===== config.mk =====
export PLATFORM = sky130hd
export DESIGN_NAME = cache_control_flat
export DESIGN_NICKNAME = d
export VERILOG_FILES = /design/src/rtl/cache_types_pkg.sv /design/src/rtl/cache_control_if.sv /design/src/rtl/sat_counter.sv /design/src/rtl/cache_control.sv /design/src/flat_wrapper.sv
export SDC_FILE = /design/constraint.sdc
export NUM_CORES = 1
export LEC_CHECK = 0
export ABC_AREA = 1
export BUFFER_PORTS_ARGS = -buffer_cell sky130_fd_sc_hd__buf_2
export CAP_MARGIN = 20
export CORE_UTILIZATION = 30
export CTS_CLUSTER_SIZE = 8
export DETAILED_ROUTE_END_ITERATION = 10
export GPL_TIMING_DRIVEN = 0
export SYNTH_ARGS = -nofsm -noshare
export SYNTH_HDL_FRONTEND = slang
export SYNTH_SLANG_ARGS = --single-unit

===== constraint.sdc =====
create_clock -name clk -period 2 [get_ports clk]
set_input_delay 0.4 -clock clk [delete_from_list [all_inputs] [get_ports clk]]
set_output_delay 0.4 -clock clk [all_outputs]
set_load 0.005 [all_outputs]

===== src/rtl/cache_types_pkg.sv =====
// rtl/cache_types_pkg.sv - shared types and constants for the cache sequencer
package cache_types_pkg;

    typedef enum logic [1:0] {
        IDLE      = 2'd0,
        WRITEBACK = 2'd1,
        ALLOCATE  = 2'd2
    } cache_state_t;

    localparam logic [1:0] WAYSEL_HIT  = 2'b00;
    localparam logic [1:0] WAYSEL_LRU  = 2'b01;
    localparam logic [1:0] WAYSEL_WAY0 = 2'b10;

    localparam int OFFSET_W = 5;
    localparam int SET_W    = 3;
    localparam int TAG_W    = 24;

endpackage


===== src/rtl/cache_control_if.sv =====
// rtl/cache_control_if.sv - CPU request and physical memory bus bundle
interface cache_control_if;
    logic        mem_read;
    logic        mem_write;
    logic [31:0] mem_address;
    logic [31:0] mem_byte_enable256;
    logic        mem_resp;
    logic        pmem_read;
    logic        pmem_write;
    logic        pmem_resp;
    logic [31:0] pmem_address;

    modport master (
        output mem_read, mem_write, mem_address, mem_byte_enable256, pmem_resp,
        input  mem_resp, pmem_read, pmem_write, pmem_address
    );

    modport slave (
        input  mem_read, mem_write, mem_address, mem_byte_enable256, pmem_resp,
        output mem_resp, pmem_read, pmem_write, pmem_address
    );
endinterface


===== src/rtl/sat_counter.sv =====
// rtl/sat_counter.sv - event counter that sticks at all-ones
module sat_counter #(
    parameter int WIDTH = 32
) (
    input  logic             clk,
    input  logic             rst,
    input  logic             inc,
    output logic [WIDTH-1:0] count
);
    logic [WIDTH-1:0] count_q;
    logic [WIDTH-1:0] count_d;

    // Increment unless already saturated
    always_comb begin
        count_d = count_q;
        if (inc && (count_q != '1)) begin
            count_d = count_q + 1'b1;
        end
    end

    // Count register, cleared by reset
    always_ff @(posedge clk or negedge rst) begin
        if (!rst) begin
            count_q <= '0;
        end else begin
            count_q <= count_d;
        end
    end

    assign count = count_q;
endmodule


===== src/rtl/cache_control.sv =====
// rtl/cache_control.sv - hit/writeback/fill sequencer for the 2-way cache
module cache_control
    import cache_types_pkg::*;
#(
    parameter int S_COUNT = 32
) (
    input  logic               clk,
    input  logic               rst,
    cache_control_if.slave     bus,
    input  logic               cache_hit,
    input  logic               dirty_dataout,
    input  logic [TAG_W-1:0]   tag_dataout,
    output logic               data_read,
    output logic               tag_read,
    output logic               valid_read,
    output logic               dirty_read,
    output logic               lru_read,
    output logic               comb_data_read,
    output logic               comb_tag_read,
    output logic               comb_valid_read,
    output logic               comb_dirty_read,
    output logic               tag_load,
    output logic               valid_load,
    output logic               valid_datain,
    output logic               dirty_load,
    output logic               dirty_datain,
    output logic               lru_load,
    output logic [1:0]         way_index_sel,
    output logic [31:0]        data_write_en,
    output logic [S_COUNT-1:0] hit_count,
    output logic [S_COUNT-1:0] miss_count,
    output logic [S_COUNT-1:0] wb_count
);
    cache_state_t state_q;
    cache_state_t state_d;

    logic        req_valid;
    logic        mem_resp_c;
    logic        pmem_read_c;
    logic        pmem_write_c;
    logic [31:0] pmem_addr_c;
    logic        miss_evt;
    logic        wb_evt;
    logic        unused_offset_bits;

    // Requests are masked while reset is held so no array write can slip out
    assign req_valid = rst && (bus.mem_read || bus.mem_write);
    assign unused_offset_bits = ^bus.mem_address[OFFSET_W-1:0];

    assign data_read  = 1'b1;
    assign tag_read   = 1'b1;
    assign valid_read = 1'b1;
    assign dirty_read = 1'b1;
    assign lru_read   = 1'b1;

    // State register; reset returns to IDLE asynchronously
    always_ff @(posedge clk or negedge rst) begin
        if (!rst) begin
            state_q <= IDLE;
        end else begin
            state_q <= state_d;
        end
    end

    // Next-state and control decode
    always_comb begin
        state_d         = state_q;
        mem_resp_c      = 1'b0;
        pmem_read_c     = 1'b0;
        pmem_write_c    = 1'b0;
        pmem_addr_c     = '0;
        comb_data_read  = 1'b0;
        comb_tag_read   = 1'b0;
        comb_valid_read = 1'b0;
        comb_dirty_read = 1'b0;
        tag_load        = 1'b0;
        valid_load      = 1'b0;
        valid_datain    = 1'b0;
        dirty_load      = 1'b0;
        dirty_datain    = 1'b0;
        lru_load        = 1'b0;
        way_index_sel   = WAYSEL_HIT;
        data_write_en   = '0;
        miss_evt        = 1'b0;
        wb_evt          = 1'b0;
        case (state_q)
            IDLE: begin
                comb_data_read  = 1'b1;
                comb_tag_read   = 1'b1;
                comb_valid_read = 1'b1;
                comb_dirty_read = 1'b1;
                if (req_valid) begin
                    if (cache_hit) begin
                        mem_resp_c = 1'b1;
                        lru_load   = 1'b1;
                        if (bus.mem_write) begin
                            data_write_en = bus.mem_byte_enable256;
                            dirty_load    = 1'b1;
                            dirty_datain  = 1'b1;
                        end
                    end else begin
                        // Point the arrays at the victim so dirty_dataout/tag_dataout describe it
                        way_index_sel = WAYSEL_LRU;
                        miss_evt      = 1'b1;
                        state_d       = dirty_dataout ? WRITEBACK : ALLOCATE;
                    end
                end
            end
            WRITEBACK: begin
                way_index_sel = WAYSEL_LRU;
                pmem_write_c  = 1'b1;
                pmem_addr_c   = {tag_dataout, bus.mem_address[OFFSET_W+SET_W-1:OFFSET_W],
                                 {OFFSET_W{1'b0}}};
                if (bus.pmem_resp) begin
                    wb_evt  = 1'b1;
                    state_d = ALLOCATE;
                end
            end
            ALLOCATE: begin
                way_index_sel = WAYSEL_LRU;
                pmem_read_c   = 1'b1;
                pmem_addr_c   = {bus.mem_address[31:OFFSET_W], {OFFSET_W{1'b0}}};
                if (bus.pmem_resp) begin
                    data_write_en = 32'hFFFF_FFFF;
                    tag_load      = 1'b1;
                    valid_load    = 1'b1;
                    valid_datain  = 1'b1;
                    dirty_load    = 1'b1;
                    dirty_datain  = 1'b0;
                    state_d       = IDLE;
                end
            end
            default: begin
                way_index_sel = WAYSEL_WAY0;
                state_d       = IDLE;
            end
        endcase
    end

    assign bus.mem_resp     = mem_resp_c;
    assign bus.pmem_read    = pmem_read_c;
    assign bus.pmem_write   = pmem_write_c;
    assign bus.pmem_address = pmem_addr_c;

    sat_counter #(.WIDTH(S_COUNT)) u_hit_cnt (
        .clk(clk), .rst(rst), .inc(mem_resp_c), .count(hit_count)
    );
    sat_counter #(.WIDTH(S_COUNT)) u_miss_cnt (
        .clk(clk), .rst(rst), .inc(miss_evt), .count(miss_count)
    );
    sat_counter #(.WIDTH(S_COUNT)) u_wb_cnt (
        .clk(clk), .rst(rst), .inc(wb_evt), .count(wb_count)
    );
endmodule


===== src/flat_wrapper.sv =====
// flat-port wrapper written by rule: the top's interface ports become plain ports
module cache_control_flat import cache_types_pkg::*;
#(
    parameter int S_COUNT = 32
)
  (clk, rst, cache_hit, dirty_dataout, tag_dataout, data_read, tag_read, valid_read, dirty_read, lru_read, comb_data_read, comb_tag_read, comb_valid_read, comb_dirty_read, tag_load, valid_load, valid_datain, dirty_load, dirty_datain, lru_load, way_index_sel, data_write_en, hit_count, miss_count, wb_count, bus_mem_read, bus_mem_write, bus_mem_address, bus_mem_byte_enable256, bus_pmem_resp, bus_mem_resp, bus_pmem_read, bus_pmem_write, bus_pmem_address);
  cache_control_if bus_i ();
  input  logic clk;
  input  logic rst;
  input  logic cache_hit;
  input  logic dirty_dataout;
  input  logic [TAG_W-1:0] tag_dataout;
  output logic data_read;
  output logic tag_read;
  output logic valid_read;
  output logic dirty_read;
  output logic lru_read;
  output logic comb_data_read;
  output logic comb_tag_read;
  output logic comb_valid_read;
  output logic comb_dirty_read;
  output logic tag_load;
  output logic valid_load;
  output logic valid_datain;
  output logic dirty_load;
  output logic dirty_datain;
  output logic lru_load;
  output logic [1:0] way_index_sel;
  output logic [31:0] data_write_en;
  output logic [S_COUNT-1:0] hit_count;
  output logic [S_COUNT-1:0] miss_count;
  output logic [S_COUNT-1:0] wb_count;
  input wire logic [$bits(bus_i.mem_read)-1:0] bus_mem_read;
  input wire logic [$bits(bus_i.mem_write)-1:0] bus_mem_write;
  input wire logic [$bits(bus_i.mem_address)-1:0] bus_mem_address;
  input wire logic [$bits(bus_i.mem_byte_enable256)-1:0] bus_mem_byte_enable256;
  input wire logic [$bits(bus_i.pmem_resp)-1:0] bus_pmem_resp;
  output wire logic [$bits(bus_i.mem_resp)-1:0] bus_mem_resp;
  output wire logic [$bits(bus_i.pmem_read)-1:0] bus_pmem_read;
  output wire logic [$bits(bus_i.pmem_write)-1:0] bus_pmem_write;
  output wire logic [$bits(bus_i.pmem_address)-1:0] bus_pmem_address;
  assign bus_i.mem_read = bus_mem_read;
  assign bus_i.mem_write = bus_mem_write;
  assign bus_i.mem_address = bus_mem_address;
  assign bus_i.mem_byte_enable256 = bus_mem_byte_enable256;
  assign bus_i.pmem_resp = bus_pmem_resp;
  assign bus_mem_resp = bus_i.mem_resp;
  assign bus_pmem_read = bus_i.pmem_read;
  assign bus_pmem_write = bus_i.pmem_write;
  assign bus_pmem_address = bus_i.pmem_address;
  cache_control #(.S_COUNT(S_COUNT)) u_core (.clk(clk), .rst(rst), .bus(bus_i), .cache_hit(cache_hit), .dirty_dataout(dirty_dataout), .tag_dataout(tag_dataout), .data_read(data_read), .tag_read(tag_read), .valid_read(valid_read), .dirty_read(dirty_read), .lru_read(lru_read), .comb_data_read(comb_data_read), .comb_tag_read(comb_tag_read), .comb_valid_read(comb_valid_read), .comb_dirty_read(comb_dirty_read), .tag_load(tag_load), .valid_load(valid_load), .valid_datain(valid_datain), .dirty_load(dirty_load), .dirty_datain(dirty_datain), .lru_load(lru_load), .way_index_sel(way_index_sel), .data_write_en(data_write_en), .hit_count(hit_count), .miss_count(miss_count), .wb_count(wb_count));
endmodule

==> qor.txt, run 1 <==
status - finished with violations
failing checks - negative hold slack, negative setup slack
LEAKAGE - 0.00539 µW
Mapped Avg Cell Area - 6.18 µm²
Final Skew - 0.0146 ns
core box area - 0.0242 mm²
largest net degree at the start of global routing - 54
Die Span Y - 159 µm
all-layer global routing usage - 20.7%
TritonCTS buffer count - 9
Yosys top cell area share - 33.1%
total grt overflow - 0
Max Fanout on Critical Path - 8
relative slew slack - 66.1%
post-synthesis register bit count - 98
CTS tree - built
Initial Utilization - 30.6%
Max-cap violations - 0
Worst path slowest cell - dfrtp_2
DP Worst Slack - -0.388 ns
number of remaining DRC errors - 0
post-DR vias/cell - 4.61
Row Count - 57
Period Utilization, post-route - 114%
top post-synthesis cells by area - dfrtp_1 (33%), nand2_1 (26%), nor2_1 (11%)
PortBufs - 259
clock-pin slew on the worst setup and hold paths - 0.08 ns
Critical Path AT - 1.87 ns
Synth Instances - 1199
routed vias - 8539
Synth Warn # - 0
max-slew violations - 0
remaining antenna violation count - 0
area of the multi-input gates - 0.00466 mm²
register area - 0.00245 mm²
TritonRoute pass-1 iters - 4
kind of end point of the critical path - primary output
Final min period - 2.27 ns
Pwr Density - 723 mW/mm²
Nets - 1621
Die ar. - 0.0253 mm²
Worst Hold Class - in2async
crit path kind - reg2out
Area Growth Syn to Fin - 40.0%
VDD IR-drop max - 0.501 mV
Slew @ Worst Pin - 0.509 ns
Worst Path Required - 1.60 ns
initial antenna violation count - 5
Fillers - 2572
Die W - 159 µm
hold_ws - -0.00526 ns
fraction of layout cells with a size suffix above 1 - 32.2%
ys async rst share - 100%
hpwl dp - 20.0 mm
Netlist cell types - 32
cell area after synthesis - 0.00741 mm²
DRT Wirelength - 26.3 mm
via count of the first global-routing pass - 7965
Worst-Skew Late Latency - 0.35 ns
initial DRC count - 514
Max Fclk - 440 MHz
RSZ-0062 raised after global routing - true
cell taking the most area after synthesis - dfrtp_1
Setup WS post-layout - -0.271 ns
CP peak stage delay - 0.43 ns
first-pass GRT wire length - 41.7 mm
Commonest cells post-synth - nand2_1 (518), nor2_1 (208), inv_1 (99)
top-count cell post-synth - nand2_1
critical path cell sequence - inv_2 -> ha_4 -> nand2_2 -> nand3b_4 -> o21ai_4 -> inv_4 -> buf_4 -> nor2_1 -> buf_2
WL/cell - 14.2 µm
CTS root buf - clkbuf_16
Critical Path Start Type - flip-flop
Post-synth EDFFs - 0
setup violators final - 65
Final Hold Viols - 4
clock sink count - 98
Bufs on Longest Clock Path - 2
Final Util - 42.8%
GP Congestion - 0.947
register area share after synthesis - 33.1%
io pins - 275
htree depth - 3
Main synth FF type - dfrtp_1
[sequential cells by signal, summed over array words and instances (netlist names)]
signal and flops:
u_core.state_q 2, u_core.u_wb_cnt.count 32, u_core.u_miss_cnt.count 32, u_core.u_hit_cnt.count 32
[layer usage]
metal,routed length [µm],GRT usage [%],vias up
li1,-,-,4309
met1,10800,24.6,3897
met2,13200,36.5,283
met3,1340,2.68,50
met4,1020,10.4,0
met5,0,0,-
[where the power goes]
part           leakage, µW  internal [µW]  total [µW]  switching [µW]
sequential         0.00135           2100        2240             142
clock             0.000133            855        1690             839
combinational      0.00390           1700        3570            1870
[cells by family (layout without fill, tap and decap cells)]
logic type / Yosys count / after routing / share of synthesized area [%]
AND/OR/NAND/NOR: 861 / 861 / 48.9
buffers and inverters: 150 / 467 / 9.54
flip-flops: 98 / 98 / 33.1
AO/OA/AOI/OAI: 47 / 47 / 3.18
XOR/XNOR: 34 / 34 / 4.02
adder cells (fa/ha/maj): 7 / 7 / 1.18
other: 2 / 14 / 0.101
[cells in the final DEF (no fill, tap or decap), types with 7 or more instances in the layout]
| cell type | count |
|---|---|
| inv_1 | 92 |
| inv_2 | 7 |
| nand3_1 | 51 |
| nand4_1 | 21 |
| o21ai_0 | 13 |
| nor2_2 | 28 |
| nand3b_1 | 18 |
| dfrtp_1 | 96 |
| nand2_4 | 9 |
| nand2_1 | 485 |
| xnor2_1 | 14 |
| a21oi_2 | 15 |
| xor2_1 | 20 |
| clkbuf_16 | 9 |
| conb_1 | 10 |
| nor2_1 | 189 |
| buf_6 | 32 |
| nand2_2 | 35 |
| buf_2 | 261 |
| buf_4 | 43 |
| a21oi_1 | 14 |
| nor2_4 | 12 |
[cell type report]
cell class                 instances  share of cell area [%]
buffer                            44                    3.92
timing repair buffer             303                    16.8
tap                              324                    3.91
sequential                        98                    23.7
clock buffer                       9                    2.17
antenna                            4                  0.0965
clock inverter                     7                   0.494
inverter                         104                    4.04
multi-input combinational        959                    44.9
[metrics by stage]
| step | cells | setup TNS [ns] | power (µW) | instance area, µm² |
|---|---|---|---|---|
| floorplan | 1207 | 0 | 3560 | 7440 |
| global placement | 1790 | -269.30 | 4580 | 9140 |
| detailed placement | 1791 | -14.91 | 4600 | 9180 |
| CTS | 1846 | -14.62 | 7350 | 10100 |
| global route | 1852 | -17.50 | 7950 | 10400 |
| finish | 1852 | -11.96 | 7500 | 10400 |
[path summary, 6_finish.rpt]
check / to / cells past startpoint / slack, ns / startpoint
setup / recovery: data_write_en[11] / 9 / -0.27 / u_core.state_q[1]
min in group clk: u_core.state_q[0] / 3 / 0.33 / dirty_dataout
hold reg to reg: u_core.u_miss_cnt.count[1] / 2 / 0.54 / u_core.u_miss_cnt.count[1]
hold / removal: u_core.u_hit_cnt.count[24] / 1 / -0.005 / rst
max in group asynchronous: u_core.u_hit_cnt.count[16] / 2 / 1.16 / rst
setup reg to reg: u_core.u_hit_cnt.count[24] / 12 / 0.02 / u_core.state_q[1]
[critical path, delay by kind of cell (launching register included)]
family / cells / cell delay, ns
compound gates: 1 / 0.18
buf+inv: 4 / 0.47
flops: 1 / 0.43
simple gates: 3 / 0.29
fa+ha+maj: 1 / 0.16
[repair_timing]
| item | CTS | global route |
|---|---|---|
| setup endpoints to repair | 112 | 107 |
| cloned | 8 | 0 |
| resized for setup | 125 | 67 |
| hold buffers | 2 | 0 |
| pin swaps | 8 | 11 |
| hold endpoints to repair | 1 | 0 |
| buffers inserted | 29 | 8 |
No activity file was read; power rests on OpenSTA's default activity.
==> run 2, diff against run 1 <==
Settings changed: GPL_TIMING_DRIVEN 0 to unset.
==> run 2 against run 1 <==
  * The flow finishes with violations (negative setup slack)
  * Sequential share of layout area up 1.0 points
  * Global-route usage is 1.1 points lower
  * Critical path depth stayed put
  * Hold slack improved by 0.12 ns
  * Fmax increased by 4.1%
  * Combinational power decreased by 15%
  * Clock skew decreased by 0.0032 ns
  * Flip-flop and latch count did not move
  * Via count shrank 3.0%
  * Critical path type unchanged
==> qor.txt, run 2 (synthesized netlist as in run 1, its figures left out) <==
Die Span Y - 159 µm (unchanged)
Die W - 159 µm (unchanged)
critical path cell sequence - inv_2 -> ha_4 -> nand2_2 -> nand3b_4 -> o21ai_4 -> inv_4 -> clkbuf_16 -> nor2_1 -> buf_2 (was inv_2 -> ha_4 -> nand2_2 -> nand3b_4 -> o21ai_4 -> inv_4 -> buf_4 -> nor2_1 -> buf_2)
RSZ-0062 raised after global routing - true (unchanged)
setup total negative slack - -7.71 ns (was -11.96 ns)
total grt overflow - 0 (unchanged)
Final min period - 2.18 ns (was 2.27 ns)
M2 GR Usage - 34.5% (was 36.5%)
DRT Wirelength - 25.2 mm (was 26.3 mm)
VDD IR-drop max - 0.560 mV (was 0.501 mV)
crit path kind - reg2out (unchanged)
relative slew slack - 58.0% (was 66.1%)
Slew @ Worst Pin - 0.630 ns (was 0.509 ns)
TritonCTS buffer count - 9 (unchanged)
status - finished with violations (unchanged)
number of remaining DRC errors - 0 (unchanged)
remaining antenna violation count - 0 (unchanged)
Setup WS post-layout - -0.182 ns (was -0.271 ns)
Final Skew - 0.0114 ns (was 0.0146 ns)
PortBufs - 259 (unchanged)
Reg2Reg Depth - 8 (was 12)
sw frac - 38.3% (was 38.0%)
clock sink count - 98 (unchanged)
Reg power frac - 32.1% (was 29.8%)
Final Hold Viols - 0 (was 4)
post-DR vias/cell - 4.57 (was 4.61)
hpwl dp - 19.3 mm (was 20.0 mm)
met3 usage - 3.20% (was 2.68%)
first-pass GRT wire length - 39.6 mm (was 41.7 mm)
largest net degree at the start of global routing - 97 (was 54)
core box area - 0.0242 mm² (unchanged)
Int Power - 4280 µW (was 4650 µW)
CTS root buf - clkbuf_16 (unchanged)
Die ar. - 0.0253 mm² (unchanged)
Bufs on Longest Clock Path - 2 (unchanged)
routed vias - 8281 (was 8539)
hold_ws - 0.116 ns (was -0.00526 ns)
area of the multi-input gates - 0.00455 mm² (was 0.00466 mm²)
switching power - 2660 µW (was 2850 µW)
all-layer global routing usage - 19.6% (was 20.7%)
Clk pwr share - 24.4% (was 22.6%)
CTS tree - built (unchanged)
most frequent cells in the layout - nand2_1 (516), buf_2 (257), nor2_1 (176) (was nand2_1 (485), buf_2 (261), nor2_1 (189))
Fillers - 2617 (was 2572)
number of cells after detailed placement - 1784 (was 1791)
io pins - 275 (unchanged)
Pwr Density - 699 mW/mm² (was 723 mW/mm²)
Row Count - 57 (unchanged)
Worst Path Required - 1.60 ns (about the same)
initial antenna violation count - 2 (was 5)
Max Fclk - 458 MHz (was 440 MHz)
DP Worst Slack - 0.0645 ns (was -0.388 ns)
met1 usage - 24.2% (was 24.6%)
Worst-Skew Late Latency - 0.36 ns (was 0.35 ns)
Period Utilization, post-route - 109% (was 114%)
max-slew violations - 0 (unchanged)
Most Crowded Layer GR - met2 (unchanged)
WL/cell - 13.9 µm (was 14.2 µm)
combinational power share - 43.5% (was 47.6%)
Critical Path Start Type - flip-flop (unchanged)
Worst path slowest cell - dfrtp_1 (was dfrtp_2)
initial DRC count - 471 (was 514)
Area Growth Syn to Fin - 34.1% (was 40.0%)
clock-pin slew on the worst setup and hold paths - 0.08 ns (about the same)
htree depth - 3 (unchanged)
CP peak stage delay - 0.40 ns (was 0.43 ns)
GP Congestion - 0.919 (was 0.947)
commonest non-fill, non-tap cell in the layout - nand2_1 (unchanged)
Max-cap violations - 0 (unchanged)
Critical Path AT - 1.78 ns (was 1.87 ns)
register area - 0.00245 mm² (about the same)
Final Util - 41.0% (was 42.8%)
LEAKAGE - 0.00513 µW (was 0.00539 µW)
fraction of layout cells with a size suffix above 1 - 29.3% (was 32.2%)
via count of the first global-routing pass - 7504 (was 7965)
kind of end point of the critical path - primary output (unchanged)
Initial Utilization - 30.6% (unchanged)
failing checks - negative setup slack (was negative hold slack, negative setup slack)
setup violators final - 60 (was 65)
Worst Hold Class - in2async (unchanged)
Max Fanout on Critical Path - 8 (unchanged)
Post-Layout Cell Count - 1813 (was 1852)
Nets - 1584 (was 1621)
TritonRoute pass-1 iters - 5 (was 4)
## run 2: cell count changes in the layout (fill, tap and decap cells not counted), sizes merged
cell / change
buf: -34
clkbuf: -1
diode: -2
dlygate4sd3: -1
inv: -1
## run 2: worst max-delay path, delay by kind of cell, from the launching register on
| kind | cells | cell delay [ns] |
|---|---|---|
| buffers and inverters | 4 | 0.44 |
| adder cells (fa/ha/maj) | 1 | 0.13 |
| AO/OA/AOI/OAI | 1 | 0.16 |
| flip-flops | 1 | 0.40 |
| AND/OR/NAND/NOR | 3 | 0.27 |
## run 2: power by group through the flow
stage | combinational, µW | clock, µW | sequential (µW)
2_1_floorplan | 1290 | 0 | 2270
3_3_place_gp | 2320 | 0 | 2260
3_5_place_dp | 2340 | 0 | 2270
4_1_cts | 2550 | 1750 | 2230
5_1_grt | 3310 | 1810 | 2250
6_report | 3020 | 1700 | 2230
## run 2: path summary, 6_finish.rpt
kind	to	slack (ns)	start
max	data_write_en[10]	-0.18	u_core.state_q[1]
min	u_core.u_hit_cnt.count[16]	0.12	rst
max reg2reg	u_core.u_wb_cnt.count[5]	0.12	u_core.state_q[0]
min reg2reg	u_core.u_miss_cnt.count[22]	0.54	u_core.u_miss_cnt.count[22]
max in group asynchronous	u_core.u_miss_cnt.count[1]	1.35	rst
min in group clk	u_core.state_q[0]	0.33	dirty_dataout
## run 2: stage by stage
stage               total power (µW)  instance area [µm²]
global placement                4580                 9190
global route                    7380                 9930
CTS                             6530                 9550
finish                          6940                 9930
detailed placement              4600                 9190
floorplan                       3560                 7440
## run 2: what timing repair did
action,4_1_cts,5_1_grt
setup buffers,4,3
gates cloned,1,3
hold buffers,1,0
hold endpoints to repair,2,0
resized for setup,14,89
pin swaps,0,2
endpoints found under the setup margin,66,107
## run 2: layer usage
metal / wire length (µm) / up-vias
met1: 10700 / 3784
met3: 1360 / 29
li1: - / 4221
met4: 550 / 0
met5: 0 / -
met2: 12600 / 247
## run 2: layout make-up
| type | count | share of cell area [%] |
|---|---|---|
| inverters | 104 | 4.09 |
| flip-flops and latches | 98 | 24.7 |
| diodes | 2 | 0.0504 |
| repair buffers | 310 | 18.6 |
| multi-input cells | 959 | 45.8 |
| clock inverters | 6 | 0.428 |
| well taps | 324 | 4.08 |
| clock buffers | 10 | 2.31 |
